===== src/rtl/spi_scheduler_pkg.sv =====
// Shared SPI package: frame constants for the serial engine, scheduler state
// encoding and the post-frame guard length.
package spi_scheduler_pkg;

  localparam int CFG_FRAME_BITS = 40;
  localparam int DAC_FRAME_BITS = 24;

  // Guard covers the engine's LOAD/read-strobe latency plus its output write.
  localparam int GUARD_CYC = 2;
  localparam int GUARD_W   = (GUARD_CYC > 1) ? $clog2(GUARD_CYC) : 1;

  typedef enum logic [1:0] {
    ST_IDLE     = 2'd0,
    ST_CFG_WAIT = 2'd1,
    ST_DAC_WAIT = 2'd2,
    ST_GUARD    = 2'd3
  } sched_state_t;

endpackage


===== src/rtl/spi_tick_gen.sv =====
// Sample-period tick generator: free-running 0..period-1 counter while run is
// high, with run rising-edge detection. Periods 0 and 1 behave as 2.
module spi_tick_gen #(
  parameter int PERIOD_W = 16
) (
  input  logic                clk,
  input  logic                rst,
  input  logic                i_run,
  input  logic [PERIOD_W-1:0] i_period,
  output logic                o_tick,
  output logic                o_run_rise
);

  logic [PERIOD_W-1:0] r_cnt;
  logic                r_run_d;
  logic [PERIOD_W-1:0] w_last;

  assign w_last = (i_period < PERIOD_W'(2)) ? PERIOD_W'(1) : i_period - 1'b1;

  // >= keeps the counter from running away if period shrinks mid-count.
  assign o_tick     = i_run && (r_cnt >= w_last);
  assign o_run_rise = i_run && !r_run_d;

  always_ff @(posedge clk or posedge rst) begin
    if (rst) begin
      r_cnt   <= '0;
      r_run_d <= 1'b0;
    end else begin
      r_run_d <= i_run;
      if (!i_run || o_tick) r_cnt <= '0;
      else                  r_cnt <= r_cnt + 1'b1;
    end
  end

endmodule


===== src/rtl/spi_scheduler.sv =====
// Frame scheduler for the SPI DAC engine: arbitrates DAC samples against
// config frames. Optional watchdog enabled by macro SPI_SCHED_TIMEOUT_EN.
module spi_scheduler
  import spi_scheduler_pkg::*;
#(
  parameter int PERIOD_W    = 16,
  parameter int TIMEOUT_CYC = 128
) (
  input  logic                clk,
  input  logic                rst,
  input  logic                run,
  input  logic [PERIOD_W-1:0] period,
  input  logic [PERIOD_W-1:0] wav_len,
  input  logic                cfg_pending,
  input  logic                wav_empty,
  input  logic                spi_done,
  input  logic                clr_flags,
  output logic                trig_config,
  output logic                trig_dac,
  output logic                busy,
  output logic [PERIOD_W-1:0] sample_cnt,
  output logic                run_done,
  output logic                underrun,
  output logic                overrun,
  output logic                timeout
);

  if (TIMEOUT_CYC < 2) begin : g_bad_timeout
    $error("TIMEOUT_CYC must be at least 2");
  end

  sched_state_t        r_state, w_state_next;
  logic [GUARD_W-1:0]  r_guard_cnt;
  logic                r_tick_pend, r_finished;
  logic                r_trig_dac, r_trig_cfg, r_run_done;
  logic                r_underrun, r_overrun, r_timeout;
  logic [PERIOD_W-1:0] r_sample_cnt;
  logic [PERIOD_W-1:0] w_cnt_inc;
  logic                w_tick, w_run_rise, w_tick_eff, w_tick_take;
  logic                w_trig_dac_next, w_trig_cfg_next, w_consume;
  logic                w_dac_done, w_hit_len, w_abort;

  spi_tick_gen #(.PERIOD_W(PERIOD_W)) u_tick_gen (
    .clk        (clk),
    .rst        (rst),
    .i_run      (run),
    .i_period   (period),
    .o_tick     (w_tick),
    .o_run_rise (w_run_rise)
  );

  assign w_tick_eff  = w_tick && !r_finished;
  assign w_tick_take = w_tick_eff && !wav_empty;
  assign w_dac_done  = (r_state == ST_DAC_WAIT) && spi_done;
  assign w_cnt_inc   = r_sample_cnt + 1'b1;
  assign w_hit_len   = w_dac_done && (wav_len != '0) && (w_cnt_inc == wav_len);

`ifdef SPI_SCHED_TIMEOUT_EN
  localparam int WDOG_W = $clog2(TIMEOUT_CYC + 1);
  logic [WDOG_W-1:0] r_wdog;
  logic              w_waiting;

  assign w_waiting = (r_state == ST_CFG_WAIT) || (r_state == ST_DAC_WAIT);
  assign w_abort   = w_waiting && !spi_done && (r_wdog == WDOG_W'(TIMEOUT_CYC - 1));

  always_ff @(posedge clk or posedge rst) begin
    if (rst)             r_wdog <= '0;
    else if (!w_waiting) r_wdog <= '0;
    else                 r_wdog <= r_wdog + 1'b1;
  end
`else
  assign w_abort = 1'b0;
`endif

  always_comb begin
    w_state_next    = r_state;
    w_trig_dac_next = 1'b0;
    w_trig_cfg_next = 1'b0;
    w_consume       = 1'b0;
    case (r_state)
      ST_IDLE: begin
        if (r_tick_pend) begin
          w_trig_dac_next = 1'b1;
          w_consume       = 1'b1;
          w_state_next    = ST_DAC_WAIT;
        end else if (cfg_pending) begin
          w_trig_cfg_next = 1'b1;
          w_state_next    = ST_CFG_WAIT;
        end
      end
      ST_CFG_WAIT, ST_DAC_WAIT: begin
        if (spi_done || w_abort) w_state_next = ST_GUARD;
      end
      ST_GUARD: begin
        if (r_guard_cnt == GUARD_W'(GUARD_CYC - 1)) w_state_next = ST_IDLE;
      end
      default: w_state_next = ST_IDLE;
    endcase
  end

  always_ff @(posedge clk or posedge rst) begin
    if (rst) begin
      r_state     <= ST_IDLE;
      r_guard_cnt <= '0;
      r_trig_dac  <= 1'b0;
      r_trig_cfg  <= 1'b0;
    end else begin
      r_state     <= w_state_next;
      r_guard_cnt <= (r_state == ST_GUARD) ? r_guard_cnt + 1'b1 : '0;
      r_trig_dac  <= w_trig_dac_next;
      r_trig_cfg  <= w_trig_cfg_next;
    end
  end

  // A fresh tick re-arms pend even in the cycle IDLE consumes the old one.
  always_ff @(posedge clk or posedge rst) begin
    if (rst) begin
      r_tick_pend  <= 1'b0;
      r_finished   <= 1'b0;
      r_sample_cnt <= '0;
      r_run_done   <= 1'b0;
    end else begin
      if (!run || w_hit_len) r_tick_pend <= 1'b0;
      else if (w_tick_take)  r_tick_pend <= 1'b1;
      else if (w_consume)    r_tick_pend <= 1'b0;

      if (!run)           r_finished <= 1'b0;
      else if (w_hit_len) r_finished <= 1'b1;

      if (w_run_rise)      r_sample_cnt <= '0;
      else if (w_dac_done) r_sample_cnt <= w_cnt_inc;

      r_run_done <= w_hit_len;
    end
  end

  always_ff @(posedge clk or posedge rst) begin
    if (rst) begin
      r_underrun <= 1'b0;
      r_overrun  <= 1'b0;
      r_timeout  <= 1'b0;
    end else begin
      r_underrun <= (r_underrun && !clr_flags) || (w_tick_eff && wav_empty);
      r_overrun  <= (r_overrun && !clr_flags) || (w_tick_take && r_tick_pend && !w_consume);
      r_timeout  <= (r_timeout && !clr_flags) || w_abort;
    end
  end

  assign trig_dac    = r_trig_dac;
  assign trig_config = r_trig_cfg;
  assign busy        = (r_state != ST_IDLE);
  assign sample_cnt  = r_sample_cnt;
  assign run_done    = r_run_done;
  assign underrun    = r_underrun;
  assign overrun     = r_overrun;
  assign timeout     = r_timeout;

endmodule


===== config.mk =====
export PLATFORM = sky130hd
export DESIGN_NAME = spi_scheduler
export DESIGN_NICKNAME = d
export VERILOG_FILES = /design/src/rtl/spi_scheduler_pkg.sv /design/src/rtl/spi_tick_gen.sv /design/src/rtl/spi_scheduler.sv
export SDC_FILE = /design/constraint.sdc
export NUM_CORES = 1
export LEC_CHECK = 0
export ABC_AREA = 1
export BUFFER_PORTS_ARGS = -buffer_cell sky130_fd_sc_hd__buf_2
export CAP_MARGIN = 25
export CORE_ASPECT_RATIO = 1.2
export CORE_MARGIN = 5
export CORE_UTILIZATION = 50
export DETAILED_ROUTE_END_ITERATION = 8
export HOLD_SLACK_MARGIN = 0.02
export PLACE_DENSITY = 0.82
export SETUP_SLACK_MARGIN = 0.4
export SYNTH_ARGS = -nofsm -noshare
export SYNTH_HDL_FRONTEND = slang
export SYNTH_SLANG_ARGS = --single-unit

===== constraint.sdc =====
create_clock -name clk -period 1.6 [get_ports clk]
set_input_delay 0.24 -clock clk [delete_from_list [all_inputs] [get_ports clk]]
set_output_delay 0.24 -clock clk [all_outputs]
set_load 0.01 [all_outputs]

==> results of run 1 <==
## synthesized netlist by cell type (2+ instances only)
library cell / instances
nor3_2: 4
inv_2: 2
a21o_1: 2
o21ai_1: 2
nand3_1: 61
nor3_1: 5
o21ai_0: 19
nor2_1: 55
dfrtp_1: 44
nand2_1: 117
o22ai_1: 11
a21oi_1: 17
nor2_4: 4
ha_1: 22
inv_1: 79
nand2_2: 5
or2_2: 5
nor4_1: 2
nor3b_1: 2
nand3b_1: 3
xor2_1: 7
nand4_1: 10
nor2_2: 8
## kinds of logic (layout without fill, tap and decap cells)
group / after synthesis / after routing / share of synthesized area [%]
AND/OR/NAND/NOR: 283 / 283 / 38.3
buffers and inverters: 84 / 271 / 9.31
AO/OA/AOI/OAI: 56 / 56 / 9.16
flip-flops: 44 / 44 / 32.4
adder cells (fa/ha/maj): 22 / 22 / 8.10
XOR/XNOR: 9 / 9 / 2.72
## critical path, cell delays in order
cell	delay [ns]
buf_8	0.10
nor2_4	0.10
nand2_2	0.05
nor2_1	0.11
inv_1	0.08
nor2_2	0.15
nand2_2	0.10
nor2_4	0.10
nand2_2	0.09
nor2_4	0.15
a21oi_1	0.08
nand3b_1	0.21
ha_4	0.30
nand4_1	0.10
nor2_1	0.17
nand3_1	0.11
nand3_2	0.14
buf_4	0.12
nand3b_1	0.14
nand2_1	0.11
inv_1	0.06
nor2_1	0.11
## final timing paths
path | startpoint | to | cells after the start
max | period[1] | r_tick_pend$_DFFE_PP0P_ | 22
min | run | u_tick_gen.r_run_d$_DFF_PP0_ | 1
min in group asynchronous | rst | r_guard_cnt$_DFF_PP0_ | 3
max in group asynchronous | rst | sample_cnt[6]$_DFFE_PP0P_ | 4
min reg2reg | r_guard_cnt$_DFF_PP0_ | r_guard_cnt$_DFF_PP0_ | 1
max reg2reg | sample_cnt[1]$_DFFE_PP0P_ | r_tick_pend$_DFFE_PP0P_ | 13
## metal layers
metal  global-route usage, %  part of all wire (%)
met2                    56.9                    50
met4                    18.5                   8.8
met1                    32.2                    33
met5                       0                     0
met3                    5.09                   7.9
## power by group through the flow
stage	registers (mW)	logic [mW]	clock network (mW)
finish	1.26	2.03	0.960
global route	1.26	2.14	1.01
CTS	1.24	1.52	0.908
detailed placement	1.26	0.962	0
global placement	1.25	0.919	0
floorplan	1.28	0.496	0
## final cells by class
class                           count  area (um2)
Clock buffer                        5        68.8
Timing Repair inverter              1        7.51
Sequential cell                    44        1110
Tap cell                           87         109
Clock inverter                      3        46.3
Fill cell                         272         857
Multi-Input combinational cell    370        2660
Timing Repair Buffer              181        1540
Inverter                           81         333
## repair_timing
| action | 4_1_cts | 5_1_grt |
|---|---|---|
| resized for setup | 125 | 108 |
| pin swaps | 49 | 54 |
| setup buffers | 23 | 15 |
| hold buffers | 1 | 0 |
| endpoints found under the hold margin | 20 | 0 |
| cloned | 2 | 0 |
| setup endpoints to repair | 52 | 54 |
## metrics by stage
stage	instance area [um2]	TNS [ns]	instances	utilization, %	hold WS, ns
5_1_grt	5870	-23.45	772	87.3	0.0713
2_1_floorplan	3480	-14.55	498	-	0.244
3_3_place_gp	4510	-21.68	723	67.0	0.288
3_5_place_dp	4510	-23.84	723	67.0	0.303
4_1_cts	5350	-14.52	757	79.5	0.0753
6_report	5870	-19.56	772	87.3	0.0805
## cells in the final DEF (no fill, tap or decap), types with 9 or more instances in the layout
cell type / n
buf_6: 55
nand4_1: 10
o21ai_2: 10
nand2_4: 9
nand3_1: 45
dfrtp_1: 36
nor2_1: 35
a21oi_1: 11
buf_2: 44
nand2_1: 80
nor2_4: 18
nor2_2: 14
o22ai_2: 9
buf_4: 75
ha_1: 15
nand3_2: 13
nand2_2: 33
inv_1: 66
==> summary.txt, run 1 <==
================================================================================
Detailed Routing Iterations Pass 1 ................................            6
Number of vias in the routed layout ...............................         4684
Upper clock frequency limit .......................................      375 MHz
Count of final max-slew check failures ............................            0
Number of buffers created by CTS ..................................            5
Number of antenna violations at the first check in global routing .            0
DPL Wire Length ...................................................      7.87 mm
Clock tree from TritonCTS .........................................         done
Ant. Diodes .......................................................            0
Cell chosen for the clock root ....................................     clkbuf_8
Nature of the critical path endpoint ..............................         flop
Nature of the critical path startpoint ............................   input port
Max_slew headroom .................................................        64.9%
Horizontal die dimension ..........................................      85.3 um
Share of synthesized registers carrying an async set or reset .....         100%
Worst Path Max Fanout .............................................            3
Cell count after synthesis ........................................          498
Post-synth EDFFs ..................................................            0
Final global-route overflow total .................................            0
Fin worst setup slack .............................................     -1.06 ns
Setup repair after global routing missed its margin ...............          yes
Clock power share .................................................        22.6%
Number of DRC violations after detailed routing ...................            0
Number of flip-flops and latches in the synthesized netlist .......           44
Average size of a mapped cell .....................................     6.83 um2
Max Root-Sink Buffers .............................................            2
Wirelength, routed ................................................      16.4 mm
Status ............................................................ finished, violations left
Switching share of power ..........................................        38.1%
Worst Path Class, Setup ........................................... input port to flop
LEAKAGE ...........................................................      2.80 nW
Area growth from synthesis to final layout ........................        72.8%
Failing checks .................................................... setup timing
Pwr/cell area .....................................................   724 nW/um2
Clock insertion delay at the later pin of the skew report .........      0.33 ns
Total die area ....................................................     8550 um2
Share of the cycle needed by the critical path after routing ......         166%
Number of I/O pins ................................................           62
Distinct cell type count after synthesis ..........................           35
Initial drt markers ...............................................          515
Data arrival time of the critical path ............................      2.91 ns
Flip-flop cell with the highest count after synthesis .............      dfrtp_1
Floorplan Core Area ...............................................     6730 um2
Proportion of synthesized chip area in sequential cells ...........        32.4%
Proportion of power drawn by combinational gates ..................        47.8%
Vias per Instance .................................................         6.07
Transition time of the tightest slew-check pin ....................     0.525 ns
Clock transition at the registers of the reported paths ...........      0.11 ns
Area of the mapped netlist ........................................     3400 um2
Hold/Removal Path Class ........................................... input port to flop
Antenna-violating nets left .......................................            0
Biggest area contributors in the synthesized netlist .............. dfrtp_1 (32%), nand2_1 (13%), nand3_1 (9.0%)
Final hold vios ...................................................            0
Height of the chip ................................................       100 um
Via count of the first global-routing pass ........................         4563
Wire per inst .....................................................      21.3 um
Switching Power ...................................................      1.62 mW
Internal power of the cells .......................................      2.63 mW
Combined global-route utilization of all metal layers .............        30.8%
Required time at the endpoint of the critical path ................      1.85 ns
Wire length of the first global-routing pass ......................      21.0 mm
Worst ir drop on vdd ..............................................      1160 uV
Net count after synthesis .........................................          559
Number of rows created at floorplan ...............................           33
Leading area contributor after synthesis ..........................      dfrtp_1
Count of port buffers added during placement ......................           61
Worst Clk Skew ....................................................    0.0142 ns
Starting density of the core ......................................        50.5%
CTS sink count ....................................................           44
H-tree depth ......................................................            2
Maximum number of pins on one net before global-route repair ......           25
Finish-stage setup viols ..........................................           25
Share of total power in sequential cells ..........................        29.6%
Synth top area share ..............................................        32.4%
# Max-Cap Violations ..............................................            0
Worst setup slack for register-to-register paths ..................     -0.55 ns
Layout cells sized above 1 ........................................        52.3%
Final #Nets .......................................................          745
Overall power consumption .........................................      4.25 mW
Routability-driven placement congestion ratio .....................        0.931
Yosys warning count ...............................................            0
Final critical path time including I/O delays and setup ...........      2.66 ns
Pre-CTS setup slack ...............................................     -1.30 ns
================================================================================
No activity file was read; power rests on OpenSTA's default activity.
==> run 2: changes to the inputs <==
--- a/config.mk
+++ b/config.mk
@@ -13,7 +13,7 @@
 export CORE_UTILIZATION = 50
 export DETAILED_ROUTE_END_ITERATION = 8
 export HOLD_SLACK_MARGIN = 0.02
-export PLACE_DENSITY = 0.82
+export PLACE_DENSITY = 0.79
 export SETUP_SLACK_MARGIN = 0.4
 export SYNTH_ARGS = -nofsm -noshare
 export SYNTH_HDL_FRONTEND = slang
==> constraint.sdc (replaced) <==
create_clock -name clk -period 3.4 [get_ports clk]
set_input_delay 0.51 -clock clk [delete_from_list [all_inputs] [get_ports clk]]
set_output_delay 0.51 -clock clk [all_outputs]
set_load 0.02 [all_outputs]
==> summary.txt, run 2 (synthesis results as in run 1) <==
================================================================================
Status ............................................................ finished clean
CTS sink count ....................................................           44   unchanged
Number of hold buffers added after cts ............................            0   -1
Hold/Removal Path Class ........................................... input port to asynchronous set/reset pin
Finish-stage setup viols ..........................................            0   -100%
Maximum number of pins on one net before global-route repair ......           27   +8.0%
GRT busiest layer .................................................         met2
Count of final max-slew check failures ............................            0   unchanged
Wire length of the first global-routing pass ......................      15.0 mm   -28%
Number of antenna violations at the first check in global routing .            0   unchanged
Worst ir drop on vdd ..............................................       447 uV   -61%
Routability-driven placement congestion ratio .....................        0.934   +0.29%
Overall power consumption .........................................      1.36 mW   -68%
H-tree depth ......................................................            2   unchanged
Final critical path time including I/O delays and setup ...........      2.84 ns
Final global-route overflow total .................................            0   unchanged
Final #Nets .......................................................          634   -15%
Clock tree from TritonCTS .........................................         done
Number of buffers created by CTS ..................................            5   unchanged
LEAKAGE ...........................................................      2.08 nW   -25%
Number of DRC violations after detailed routing ...................            0   unchanged
Final hold vios ...................................................            0   unchanged
Most common cell after layout, fill and taps aside ................      nand2_1
Data arrival time of the critical path ............................      3.08 ns   +0.17 ns
Nature of the critical path startpoint ............................   input port
Global-route track usage on met3 ..................................        3.53%   -1.6 points
Total negative setup slack ........................................         0 ns   +19.56 ns
Worst Path Max Fanout .............................................           15   +12
Horizontal die dimension ..........................................      85.3 um   unchanged
Max Root-Sink Buffers .............................................            2   unchanged
Worst Path Class, Setup ........................................... input port to flop
Pwr/cell area .....................................................   333 nW/um2   -54%
Total die area ....................................................     8550 um2   unchanged
Initial drt markers ...............................................          192   -63%
Share of the core filled with cells ...............................        60.8%   -26 points
Floorplan Core Area ...............................................     6730 um2   unchanged
Area growth from synthesis to final layout ........................        20.4%
Cell chosen for the clock root ....................................     clkbuf_8
Number of rows created at floorplan ...............................           33   unchanged
Antenna-violating nets left .......................................            0   unchanged
Number of I/O pins ................................................           62   unchanged
Vias per Instance .................................................         5.31   -12%
Combined global-route utilization of all metal layers .............        21.4%   -9.4 points
DPL Wire Length ...................................................      6.83 mm   -13%
Via count of the first global-routing pass ........................         3543   -22%
Starting density of the core ......................................        50.5%   unchanged
Max_slew headroom .................................................        60.6%   -4.4 points
Upper clock frequency limit .......................................      352 MHz
Nature of the critical path endpoint ..............................         flop
Clock insertion delay at the later pin of the skew report .........      0.30 ns   -0.03 ns
Detailed Routing Iterations Pass 1 ................................            5   -1
Worst Clk Skew ....................................................   0.00878 ns   -0.00540 ns
# Max-Cap Violations ..............................................            0   unchanged
Number of vias in the routed layout ...............................         3510   -25%
Clock transition at the registers of the reported paths ...........      0.09 ns   -0.02 ns
Wire per inst .....................................................      13.1 um   -38%
Layout cells sized above 1 ........................................        22.1%   -30 points
Total non-filler cell area in the finished layout .................     4090 um2   -30%
Share of the cycle needed by the critical path after routing ......        83.6%
Wirelength, routed ................................................      8.69 mm   -47%
Global routing met1 resource utilization ..........................        24.7%   -7.5 points
Placed cell area ..................................................     3830 um2   -15%
Setup repair after global routing missed its margin ...............           no
Count of port buffers added during placement ......................           61   unchanged
Required time at the endpoint of the critical path ................      3.64 ns   +1.79 ns
Met2 usage in global routing ......................................        37.9%   -19 points
Transition time of the tightest slew-check pin ....................     0.590 ns   +0.0652 ns
Highest-count cells in the layout ignoring fill and taps .......... nand2_1 (114), inv_1 (77), nand3_1 (60), buf_2 (60), nor2_1 (49)
Ant. Diodes .......................................................            0   unchanged
Height of the chip ................................................       100 um   unchanged
================================================================================
==> run 2: cell types whose count changed in the layout (fill, tap and decap cells not counted), moves of 12 or more <==
cell	previous run	this run
buf_2	44	60
buf_4	75	9
buf_6	55	1
nand2_1	80	114
nand2_2	33	8
nand3_1	45	60
nor2_1	35	49
o21ai_0	5	17
==> run 2: metrics by stage <==
step                      cells  hold WS, ns  setup WS, ns
after floorplan             498        0.387         0.661
after global placement      647        0.406         0.273
after detailed placement    647        0.409         0.139
after CTS                   655        0.333         0.457
after global routing        661        0.121         0.367
final                       661        0.122         0.557
==> run 2: power by group <==
group / total, mW / switching, mW / internal, mW
clock network: 0.418 / 0.197 / 0.222
logic: 0.360 / 0.234 / 0.126
registers: 0.585 / 0.0283 / 0.556
total: 1.36 / 0.459 / 0.904
==> run 2: layer usage <==
metal  vias to the layer above  wire, um
met3                        23       512
met2                       125      4350
met1                      1593      3460
met4                         0       365
met5                         -         0
li1                       1769         -
==> run 2: critical path, cell delays in order <==
cell     delay (ns)
buf_2          0.12
nor2_1         0.10
inv_1          0.07
nor4_1         0.38
nand3_1        0.14
buf_4          0.21
o21ai_0        0.10
ha_1           0.27
a21oi_1        0.16
nor2_1         0.06
nor3b_1        0.18
nand2_1        0.08
nand2_1        0.07
nand3_2        0.11
nor2_4         0.22
buf_4          0.15
o21ai_1        0.07
nor2_1         0.08
==> run 2: final timing paths <==
kind                                           startpoint                             end  slack [ns]  depth (start not counted)
worst min register to register      r_guard_cnt$_DFF_PP0_           r_guard_cnt$_DFF_PP0_        0.41                          1
worst min-delay path                                  rst       sample_cnt[6]$_DFFE_PP0P_        0.12                          2
worst max-delay path                            period[3]  u_tick_gen.r_cnt[15]$_DFF_PP0_        0.56                         18
max in group asynchronous                             rst  u_tick_gen.r_cnt[14]$_DFF_PP0_        2.58                          4
min in group clk                                      run    u_tick_gen.r_run_d$_DFF_PP0_        0.35                          1
worst max register to register  sample_cnt[0]$_DFFE_PP0P_         r_tick_pend$_DFFE_PP0P_        1.36                         14
==> run 2: layout make-up <==
| type | instances | area (um2) |
|---|---|---|
| well taps | 87 | 109 |
| flip-flops and latches | 44 | 1100 |
| multi-input cells | 370 | 2050 |
| clock buffers | 5 | 68.8 |
| repair buffers | 71 | 407 |
| inverters | 81 | 307 |
| clock inverters | 3 | 46.3 |
| fillers | 623 | 2640 |
==> run 2: what timing repair did <==
action,4_1_cts,5_1_grt
buffers inserted,0,5
resized for setup,0,26
setup endpoints to repair,0,18
